[src/rtl/param_shift_unit_pkg.sv]
// Shared types for the multi-cycle shift unit: op codes, FSM states, bit-cell selects.
// Latency and backpressure are not applicable (types only).
package shift_unit_pkg;

  typedef enum logic [2:0] {
    OP_HOLD = 3'b000,
    OP_LOAD = 3'b001,
    OP_ROR  = 3'b010,
    OP_ROL  = 3'b011,
    OP_LSR  = 3'b100,
    OP_LSL  = 3'b101,
    OP_ASR  = 3'b110
  } op_t;

  typedef enum logic [1:0] {
    S_IDLE  = 2'b00,
    S_SHIFT = 2'b01,
    S_DONE  = 2'b10
  } state_t;

  // Bit-cell next-value select; "left" is the higher-index neighbour.
  localparam logic [1:0] SEL_HOLD  = 2'd0;
  localparam logic [1:0] SEL_LOAD  = 2'd1;
  localparam logic [1:0] SEL_LEFT  = 2'd2;
  localparam logic [1:0] SEL_RIGHT = 2'd3;

  function automatic logic is_shift_op(input logic [2:0] op);
    return (op >= 3'(OP_ROR)) && (op <= 3'(OP_ASR));
  endfunction

endpackage

[src/rtl/param_shift_unit_cell.sv]
// One storage bit of the shift register: hold, parallel load, or take a neighbour bit.
// Single-cycle update. There is no backpressure; the top level owns sequencing.
module shift_bit_cell
  import shift_unit_pkg::*;
(
  input  logic       clock,
  input  logic       reset,
  input  logic [1:0] sel,
  input  logic       d_load,
  input  logic       d_left,
  input  logic       d_right,
  output logic       q
);

  always_ff @(posedge clock) begin
    if (!reset) begin
      q <= 1'b0;
    end else begin
      case (sel)
        SEL_LOAD:  q <= d_load;
        SEL_LEFT:  q <= d_left;
        SEL_RIGHT: q <= d_right;
        default:   q <= q;
      endcase
    end
  end

endmodule

[src/rtl/param_shift_unit.sv]
// Multi-cycle rotate/shift unit, one bit-position per clock; done arrives amount+1 cycles after accept (1 for LOAD/HOLD).
// start is only accepted while idle; requests made while busy are dropped, not queued.
module param_shift_unit
  import shift_unit_pkg::*;
#(
  parameter  int WIDTH = 8,
  localparam int AMT_W = $clog2(WIDTH)
) (
  input  logic             clock,
  input  logic             reset,
  input  logic             start,
  input  logic [2:0]       op,
  input  logic [AMT_W-1:0] amount,
  input  logic [WIDTH-1:0] data_in,
  output logic [WIDTH-1:0] q,
  output logic             carry_out,
  output logic             busy,
  output logic             done
);

  if (WIDTH < 2) begin : g_width_check
    $error("param_shift_unit: WIDTH must be >= 2");
  end

  localparam logic [AMT_W-1:0] AMT_MAX = AMT_W'(WIDTH - 1);
  localparam logic [AMT_W-1:0] AMT_ONE = AMT_W'(1);

  state_t           state;
  logic [AMT_W-1:0] count;
  logic [2:0]       op_r;
  logic [AMT_W-1:0] amt_eff;
  logic             accept;
  logic             go_shift;
  logic             shift_right;
  logic [1:0]       sel;
  logic             fill_left;
  logic             fill_right;
  logic [WIDTH-1:0] left_in;
  logic [WIDTH-1:0] right_in;

  // Out-of-range amounts only exist when WIDTH is not a power of two.
  if ((2 ** AMT_W) > WIDTH) begin : g_clamp
    assign amt_eff = (amount > AMT_MAX) ? AMT_MAX : amount;
  end else begin : g_no_clamp
    assign amt_eff = amount;
  end

  assign accept      = (state == S_IDLE) && start;
  assign go_shift    = accept && is_shift_op(op) && (amt_eff != '0);
  assign shift_right = (op_r == OP_ROR) || (op_r == OP_LSR) || (op_r == OP_ASR);

  always_comb begin
    sel        = SEL_HOLD;
    fill_left  = 1'b0;
    fill_right = 1'b0;
    if (accept && (op == OP_LOAD)) begin
      sel = SEL_LOAD;
    end else if (state == S_SHIFT) begin
      sel = shift_right ? SEL_LEFT : SEL_RIGHT;
    end
    case (op_r)
      OP_ROR:  fill_left  = q[0];
      OP_ASR:  fill_left  = q[WIDTH-1];
      OP_ROL:  fill_right = q[WIDTH-1];
      default: ;
    endcase
  end

  assign left_in  = {fill_left, q[WIDTH-1:1]};
  assign right_in = {q[WIDTH-2:0], fill_right};

  for (genvar i = 0; i < WIDTH; i++) begin : g_cell
    shift_bit_cell u_cell (
      .clock   (clock),
      .reset   (reset),
      .sel     (sel),
      .d_load  (data_in[i]),
      .d_left  (left_in[i]),
      .d_right (right_in[i]),
      .q       (q[i])
    );
  end

  always_ff @(posedge clock) begin
    if (!reset) begin
      state     <= S_IDLE;
      count     <= '0;
      op_r      <= 3'(OP_HOLD);
      carry_out <= 1'b0;
    end else begin
      case (state)
        S_IDLE: begin
          if (start) begin
            op_r  <= op;
            count <= amt_eff;
            if (op == OP_LOAD) carry_out <= 1'b0;
            state <= go_shift ? S_SHIFT : S_DONE;
          end
        end
        S_SHIFT: begin
          count     <= count - AMT_ONE;
          carry_out <= shift_right ? q[0] : q[WIDTH-1];
          if (count == AMT_ONE) state <= S_DONE;
        end
        S_DONE:  state <= S_IDLE;
        default: state <= S_IDLE;
      endcase
    end
  end

  assign busy = (state != S_IDLE);
  assign done = (state == S_DONE);

endmodule

[config.mk]
export PLATFORM = sky130hd
export DESIGN_NAME = param_shift_unit
export DESIGN_NICKNAME = d
export VERILOG_FILES = /design/src/rtl/param_shift_unit_pkg.sv /design/src/rtl/param_shift_unit_cell.sv /design/src/rtl/param_shift_unit.sv
export SDC_FILE = /design/constraint.sdc
export NUM_CORES = 1
export LEC_CHECK = 0
export CAP_MARGIN = 10
export CORE_MARGIN = 4
export CORE_UTILIZATION = 50
export DETAILED_ROUTE_END_ITERATION = 10
export DONT_BUFFER_PORTS = 1
export PLACE_DENSITY = 0.68
export SLEW_MARGIN = 20
export SYNTH_ARGS = -nofsm -noshare
export SYNTH_HDL_FRONTEND = slang
export SYNTH_HIERARCHICAL = 1
export SYNTH_SLANG_ARGS = --single-unit
[constraint.sdc]
create_clock -name clock -period 2 [get_ports clock]
set_clock_uncertainty 0.2 [all_clocks]
set_input_delay 0.1 -clock clock [delete_from_list [all_inputs] [get_ports clock]]
set_output_delay 0.1 -clock clock [all_outputs]
set_load 0.02 [all_outputs]
==> run summary, run 1 <==
outcome: complete, no violations
Yosys reg bits: 17
Routed Wire Length: 2.25 mm
total gr overflow: 0
Root Driver: clkbuf_4
most frequent cells in the layout: 17 x dlygate4sd3_1, 16 x dfxtp_1, 8 x mux4_2, 8 x and2_1, 6 x nand2_1
row count: 15
syn nets: 104
Slew @ Worst Pin: 0.401 ns
antenna fix cells: 0
initial antenna violation count: 0
crit path max-delay cell type: dfxtp_2
Synth Area per Inst: 10.9 µm²
CP required: 1.99 ns
# fillers: 143
M3 GR Usage: 7.29%
setup TNS: 0 ns
largest net degree at the start of global routing: 12
layout cells sized above 1: 21.8%
Detailed Routing Iterations Pass 1: 4
Critical Path Max Stage Delay: 0.39 ns
RSZ-0062 raised after global routing: no
crit path cell chain: nand2b_2 -> clkinvlp_4 -> a32o_2 -> mux4_2 -> and2_1
critical path class: flip-flop to flip-flop
post-CTS setup buffer count: 0
Residual DRC: 0
GRT busiest layer: met2
cts bufs inserted: 3
Final Critical Period: 1.85 ns
Worst Hold Class: input pin to flip-flop
first-pass GRT wire length: 3.74 mm
CTS max path bufs: 2
max-slew violation count: 0
clock transition at the registers of the reported paths: 0.10 ns
fin nets: 130
Routed WL per cell: 16.7 µm
Ys Warns: 6
Fin. Hold Viols: 0
PD cells: 679 nW/µm²
placer congestion estimate: 0.813
vias in the first global route: 784
total track usage: 19.6%
most common cell after layout, fill and taps aside: dlygate4sd3_1
Routed Antenna Nets: 0
crit share post-route: 92.3%
crit end category: flip-flop
Critical R2R Launch: state[1]
LEAKAGE: 0.459 nW
H-tree levels: 1
relative slew slack: 73.2%
Post-Synthesis Cells: 85
met2 Use GR: 31.1%
DRT iter0 DRCs: 26
cell family with most CP delay: flip-flops
Port Buffers: 0
final setup violation count: 0
Crit Path Max Fanout: 8
vias: 781
Yosys cell types: 31
core area: 1750 µm²
CP startpoint: state[1]
met1 Use GR: 25.5%
io pins: 28
Hold Slack: 0.0655 ns
Starting Density: 53.1%
die span in y: 51.1 µm
startpoint types: flip-flop
Synth Cell Area: 927 µm²
CTS tree: yes
total of max-cap violations: 0
worst skew pair latency: 0.29 ns
CTS sink cnt: 17
min-delay src: op[1]
Die X: 51.1 µm
post-detail-place hpwl: 1.63 mm
P&R area growth vs syn: 29.3%
CP arrival: 1.84 ns
Peak Freq: 542 MHz
sequential area share after synthesis: 36.7%
die area: 2610 µm²
average via count per standard cell: 5.79
Max IR drop VDD: 0.000524 V
Buf+Inv Stages, Crit Path: 1
## area by class of cell
cell class | instances | area [µm²] | share of cell area, %
Clock buffer | 4 | 26.3 | 2.19
Inverter | 6 | 26.3 | 2.19
Multi-Input combinational cell | 60 | 546 | 45.5
Sequential cell | 17 | 342 | 28.5
Tap cell | 25 | 31.3 | 2.61
Timing Repair Buffer | 23 | 228 | 19.0
## power breakdown
group          switching (W)  leakage (nW)  total, W  internal, W
Combinational      0.0000970         0.304  0.000221     0.000124
Clock               0.000104        0.0150  0.000182    0.0000775
Sequential         0.0000434         0.139  0.000411     0.000368
Total               0.000245         0.459  0.000813     0.000569
## flip-flops by register name (all words and copies together), names as in the netlist
signal           count
op_r                 3
count                3
state                2
g_cell.u_cell/q      8
carry_out            1
## through the flow
step / std cells / power (W) / instance area, µm² / setup WS [ns] / util (%)
3_5_place_dp: 114 / 0.000606 / 1000 / 0.107 / 57.3
4_1_cts: 135 / 0.000821 / 1200 / 0.0801 / 68.6
2_1_floorplan: 85 / 0.000561 / 935 / 0.0622 / -
5_1_grt: 135 / 0.000863 / 1200 / 0.0568 / 68.7
3_3_place_gp: 114 / 0.000598 / 1000 / 0.167 / 57.3
6_report: 135 / 0.000813 / 1200 / 0.155 / 68.7
## routing by layer
metal,up-vias,share of wire [%]
met2,29,51
met4,0,0.80
li1,368,-
met3,2,7.5
met5,-,0
met1,382,41
## cells in the mapped netlist, drive strengths merged
master | number | area (µm²)
nor3 | 2 | 10.0
a2bb2oi | 2 | 17.5
a211oi | 2 | 15.0
or2 | 1 | 6.26
nand2 | 6 | 22.5
o21ai | 1 | 5.00
and2 | 8 | 50.1
ha | 2 | 25.0
a21oi | 5 | 25.0
mux2i | 2 | 20.0
and3 | 2 | 12.5
nand3b | 1 | 7.51
nor3b | 2 | 20.0
nand3 | 2 | 10.0
buf | 2 | 22.5
nor2 | 2 | 7.51
o21a | 1 | 7.51
a32o | 1 | 10.0
or3b | 1 | 8.76
o21bai | 1 | 7.51
nand2b | 1 | 6.26
nor4 | 2 | 27.5
nor2b | 2 | 12.5
inv | 6 | 22.5
a311oi | 1 | 8.76
o31a | 1 | 8.76
dfxtp | 17 | 340
mux4 | 8 | 180
and4b | 1 | 10.0
## worst reg2reg max path: stages (launching register included)
cell,delay [ns]
dfxtp_2,0.39
nand2b_2,0.17
clkinvlp_4,0.16
a32o_2,0.35
mux4_2,0.32
and2_1,0.17
## logic make-up (layout without fill, tap and decap cells)
group,after synthesis,after routing,share of synthesized area [%]
DFF,17,17,36.7
and+or+nand+nor,33,33,22.8
AOI/OAI and AO/OA,15,15,11.3
adders and majority gates,2,2,2.70
buffers and inverters,8,33,4.86
muxes,10,10,21.6
## worst paths after layout
check	endpoint	slack, ns	cells past startpoint
setup / recovery	g_cell[4].u_cell/q	0.15	5
hold / removal	state[0]	0.07	3
setup reg to reg	g_cell[4].u_cell/q	0.15	5
hold reg to reg	op_r[1]	0.29	2
## timing repair
action | CTS | global route
hold buffers | 17 | 0
endpoints found under the setup margin | 0 | 4
gates resized for setup | 0 | 1
endpoints found under the hold margin | 17 | 0
Power figures use the tool's default switching activity.
==> run 2, diff against run 1 <==
- RECOVER_POWER: unset -> 100
==> run summary, run 2 (synthesis gave the netlist of run 1 again) <==
outcome: complete, no violations
Port Buffers: 0
Buf+Inv Stages, Crit Path: 1
Peak Freq: 534 MHz
CTS sink cnt: 17
average via count per standard cell: 5.79
Final Critical Period: 1.87 ns
GRT busiest layer: met2
cell total after placement: 114
Worst Hold Class: input pin to flip-flop
setup TNS: 0 ns
crit path cell chain: clkbuf_1 -> or3b_1 -> nor4_2 -> o21a_1
relative slew slack: 71.5%
Largest register FFs: 8
LEAKAGE: 0.443 nW
vias: 782
Critical R2R Launch: state[0]
Starting Density: 53.1%
P&R area growth vs syn: 27.5%
placer congestion estimate: 0.813
biggest regs: g_cell.u_cell/q (8), count (3), op_r (3)
fin util: 67.7%
die area: 2610 µm²
Die X: 51.1 µm
initial antenna violation count: 0
Fin. Hold Viols: 0
Reg with most FFs: g_cell.u_cell/q
most common cell after layout, fill and taps aside: dlygate4sd3_1
fin nets: 130
met2 Use GR: 31.1%
row count: 15
core area: 1750 µm²
Routed Wire Length: 2.25 mm
worst skew pair latency: 0.29 ns
H-tree levels: 1
crit path max-delay cell type: or3b_1
total gr overflow: 0
Root Driver: clkbuf_4
first-pass GRT wire length: 3.74 mm
clock transition at the registers of the reported paths: 0.09 ns
# fillers: 143
M3 GR Usage: 7.29%
Critical Path Max Stage Delay: 0.51 ns
Detailed Routing Iterations Pass 1: 4
Residual DRC: 0
CTS max path bufs: 2
critical path class: flip-flop to flip-flop
post-detail-place hpwl: 1.63 mm
io pins: 28
total of max-cap violations: 0
PD cells: 682 nW/µm²
Slew @ Worst Pin: 0.428 ns
max-slew violation count: 0
Total Power: 0.000806 W
crit end category: flip-flop
RSZ-0062 raised after global routing: no
Routed WL per cell: 16.6 µm
crit share post-route: 93.7%
vias in the first global route: 784
CP required: 2.04 ns
cell family with most CP delay: simple AND/OR/NAND/NOR gates
final setup violation count: 0
Final Non-Filler Cells: 135
most frequent cells in the layout: 17 x dlygate4sd3_1, 16 x dfxtp_1, 8 x mux4_2, 6 x nand2_1, 6 x and2_0
post-CTS setup buffer count: 0
CP startpoint: state[0]
DRT iter0 DRCs: 23
met1 Use GR: 25.5%
min-delay src: op[1]
cts bufs inserted: 3
die span in y: 51.1 µm
Crit Path Max Fanout: 7
antenna fix cells: 0
largest net degree at the start of global routing: 12
CTS tree: yes
CP arrival: 1.91 ns
Routed Antenna Nets: 0
Max IR drop VDD: 0.000521 V
total track usage: 19.6%
startpoint types: flip-flop
layout cells sized above 1: 20.0%
## run 2: changes by cell type in the layout (fill, tap and decap cells not counted)
cell / before / now
nor4_2: 0 / 1
nor4_4: 1 / 0
buf_4: 5 / 3
and2_0: 0 / 6
clkbuf_1: 1 / 3
and2_1: 8 / 2
## run 2: worst min-delay path, cell delays in order
cell and delay [ns]:
and3_1 0.14, nor4_2 0.06, o21a_1 0.18
## run 2: final timing paths
path | end | slack, ns | cells after the start
worst max register to register | state[0] | 0.13 | 4
worst max-delay path | state[0] | 0.13 | 4
worst min register to register | state[1] | 0.29 | 1
worst min-delay path | state[0] | 0.03 | 3
## run 2: what timing repair did
action / in CTS / in global routing
hold buffers: 17 / 0
endpoints found under the hold margin: 17 / 0
resized for setup: 0 / 1
endpoints found under the setup margin: 0 / 4
## run 2: through the flow
stage | hold WS [ns] | setup slack (ns) | area [µm²]
global placement | 0.0226 | 0.167 | 1000
detailed placement | 0.0253 | 0.107 | 1000
global route | 0.0213 | 0.0483 | 1180
floorplan | 0.0175 | 0.0622 | 935
finish | 0.0314 | 0.126 | 1180
CTS | 0.0576 | 0.0801 | 1200
## run 2: area by class of cell
cell class / instances / area [µm²] / share of cell area (%)
Tap cell: 25 / 31.3 / 2.65
Clock buffer: 4 / 26.3 / 2.22
Inverter: 6 / 26.3 / 2.22
Sequential cell: 17 / 342 / 28.9
Multi-Input combinational cell: 60 / 537 / 45.4
Timing Repair Buffer: 23 / 220 / 18.6
## run 2: power by group
group / internal (W) / switching (W) / total [W] / leakage (nW)
Sequential: 0.000368 / 0.0000433 / 0.000411 / 0.139
Clock: 0.0000775 / 0.000104 / 0.000181 / 0.0150
Combinational: 0.000118 / 0.0000957 / 0.000214 / 0.289
## run 2: routing by layer
layer  share of wire (%)  vias up
met5                   0        -
met4                0.80        0
met3                 6.1        2
met2                  50       24
met1                  43      391
li1                    -      365
==> run 3, diff against run 2 <==
- REMOVE_ABC_BUFFERS: unset -> 1
==> run summary, run 3 (synthesis gave the netlist of run 1 again) <==
outcome: complete, no violations
Detailed Routing Iterations Pass 1: 4
GRT busiest layer: met2
Peak Freq: 529 MHz
clock transition at the registers of the reported paths: 0.10 ns
Routed Wire Length: 2.11 mm
core area: 1750 µm²
Max IR drop VDD: 0.000543 V
Crit Path Max Fanout: 11
total of max-cap violations: 0
first-pass GRT wire length: 3.42 mm
die area: 2610 µm²
layout cells sized above 1: 15.7%
Pint: 0.000555 W
LEAKAGE: 0.444 nW
reg2reg end: g_cell[1].u_cell/q
post-CTS sizing: 0
cts bufs inserted: 3
Flop pwr share: 52.2%
Largest register FFs: 8
Routed Antenna Nets: 0
post-route cell area: 1150 µm²
vias in the first global route: 717
most frequent cells in the layout: 17 x dfxtp_1, 17 x dlygate4sd3_1, 8 x mux4_2
critical path class: flip-flop to flip-flop
fin nets: 128
fin util: 65.7%
Final Critical Period: 1.89 ns
CP required: 2.00 ns
io pins: 28
total track usage: 17.5%
max-slew violation count: 0
final setup violation count: 0
relative slew slack: 72.9%
Slew @ Worst Pin: 0.406 ns
crit end category: flip-flop
Comb power frac: 24.0%
Hold EP: state[0]
Residual DRC: 0
Starting Density: 53.1%
Critical R2R Launch: state[0]
Worst Hold Class: input pin to flip-flop
met1 Use GR: 23.6%
Die X: 51.1 µm
worst hold path cell count: 3
setup TNS: 0 ns
placer congestion estimate: 0.811
row count: 15
CTS sink cnt: 17
P&R area growth vs syn: 23.8%
vias: 746
H-tree levels: 1
CTS tree: yes
die span in y: 51.1 µm
Routed WL per cell: 15.9 µm
Clock Power Share: 23.8%
Port Buffers: 0
area post-placement: 966 µm²
average via count per standard cell: 5.61
antenna fix cells: 0
post-detail-place hpwl: 1.49 mm
worst skew pair latency: 0.30 ns
Sw Ratio: 30.3%
PD cells: 694 nW/µm²
total gr overflow: 0
DRT iter0 DRCs: 8
reg-to-reg slack, setup: 0.11 ns
Root Driver: clkbuf_4
largest net degree at the start of global routing: 12
CP arrival: 1.89 ns
met2 Use GR: 27.5%
min-delay src: op[1]
worst reg2reg path depth: 5
Net Sw Power: 0.000241 W
Reg with most FFs: g_cell.u_cell/q
crit share post-route: 94.6%
initial antenna violation count: 0
CTS max path bufs: 2
M3 GR Usage: 4.96%
RSZ-0062 raised after global routing: no
Fin. Hold Viols: 0
startpoint types: flip-flop
biggest regs: g_cell.u_cell/q (8), count (3), op_r (3)
==> run 3: cell types whose count changed in the layout (fill, tap and decap cells not counted), sizes merged <==
cell,before,now
clkinvlp,1,0
inv,5,6
clkbuf,6,4
==> run 3: worst max path at each step <==
| stage | slack (ns) | to | start |
|---|---|---|---|
| after floorplan | -0.08 | g_cell[2].u_cell/q | state[0] |
| after global placement | 0.20 | g_cell[5].u_cell/q | state[0] |
| after detailed placement | 0.13 | g_cell[3].u_cell/q | state[0] |
| after CTS | 0.12 | g_cell[3].u_cell/q | state[0] |
| after global routing | 0.008 | g_cell[3].u_cell/q | state[0] |
| final | 0.11 | g_cell[1].u_cell/q | state[0] |
==> run 3: area by class of cell <==
class	count	area [µm²]
timing repair buffer	21	200
multi-input combinational	60	527
clock buffer	4	26.3
tap	25	31.3
sequential	17	340
inverter	6	22.5
fill	147	598
==> run 3: what timing repair did <==
action                                 4_1_cts  5_1_grt
endpoints found under the hold margin       17        0
buffers inserted                             0        0
hold buffers                                17        0
==> run 3: routing by layer <==
| metal | wire, µm | up-vias |
|---|---|---|
| li1 | - | 363 |
| met1 | 956 | 352 |
| met2 | 990 | 27 |
| met3 | 139 | 4 |
| met4 | 21 | 0 |
| met5 | 0 | - |
==> run 3: critical path, cell delays in order (launching register included) <==
cell and delay (ns):
dfxtp_1 0.46, nand2b_1 0.13, inv_1 0.09, buf_4 0.22
mux4_2 0.52, and2_1 0.17
==> run 3: metrics by stage <==
| step | power [W] | hold WS [ns] | cells | worst slack [ns] |
|---|---|---|---|---|
| after floorplan | 0.000548 | 0.0175 | 83 | -0.0812 |
| after global placement | 0.000585 | 0.0238 | 112 | 0.198 |
| after detailed placement | 0.000590 | 0.0270 | 112 | 0.129 |
| after CTS | 0.000807 | 0.0463 | 133 | 0.116 |
| after global routing | 0.000835 | 0.0550 | 133 | 0.00841 |
| final | 0.000796 | 0.0424 | 133 | 0.109 |
==> run 3: power groups by stage <==
| stage | registers [W] | clock network [W] | logic [W] |
|---|---|---|---|
| after CTS | 0.000415 | 0.000194 | 0.000197 |
| final | 0.000416 | 0.000189 | 0.000191 |
| after global placement | 0.000420 | 0 | 0.000165 |
| after global routing | 0.000421 | 0.000205 | 0.000209 |
| after detailed placement | 0.000423 | 0 | 0.000167 |
| after floorplan | 0.000412 | 0 | 0.000136 |
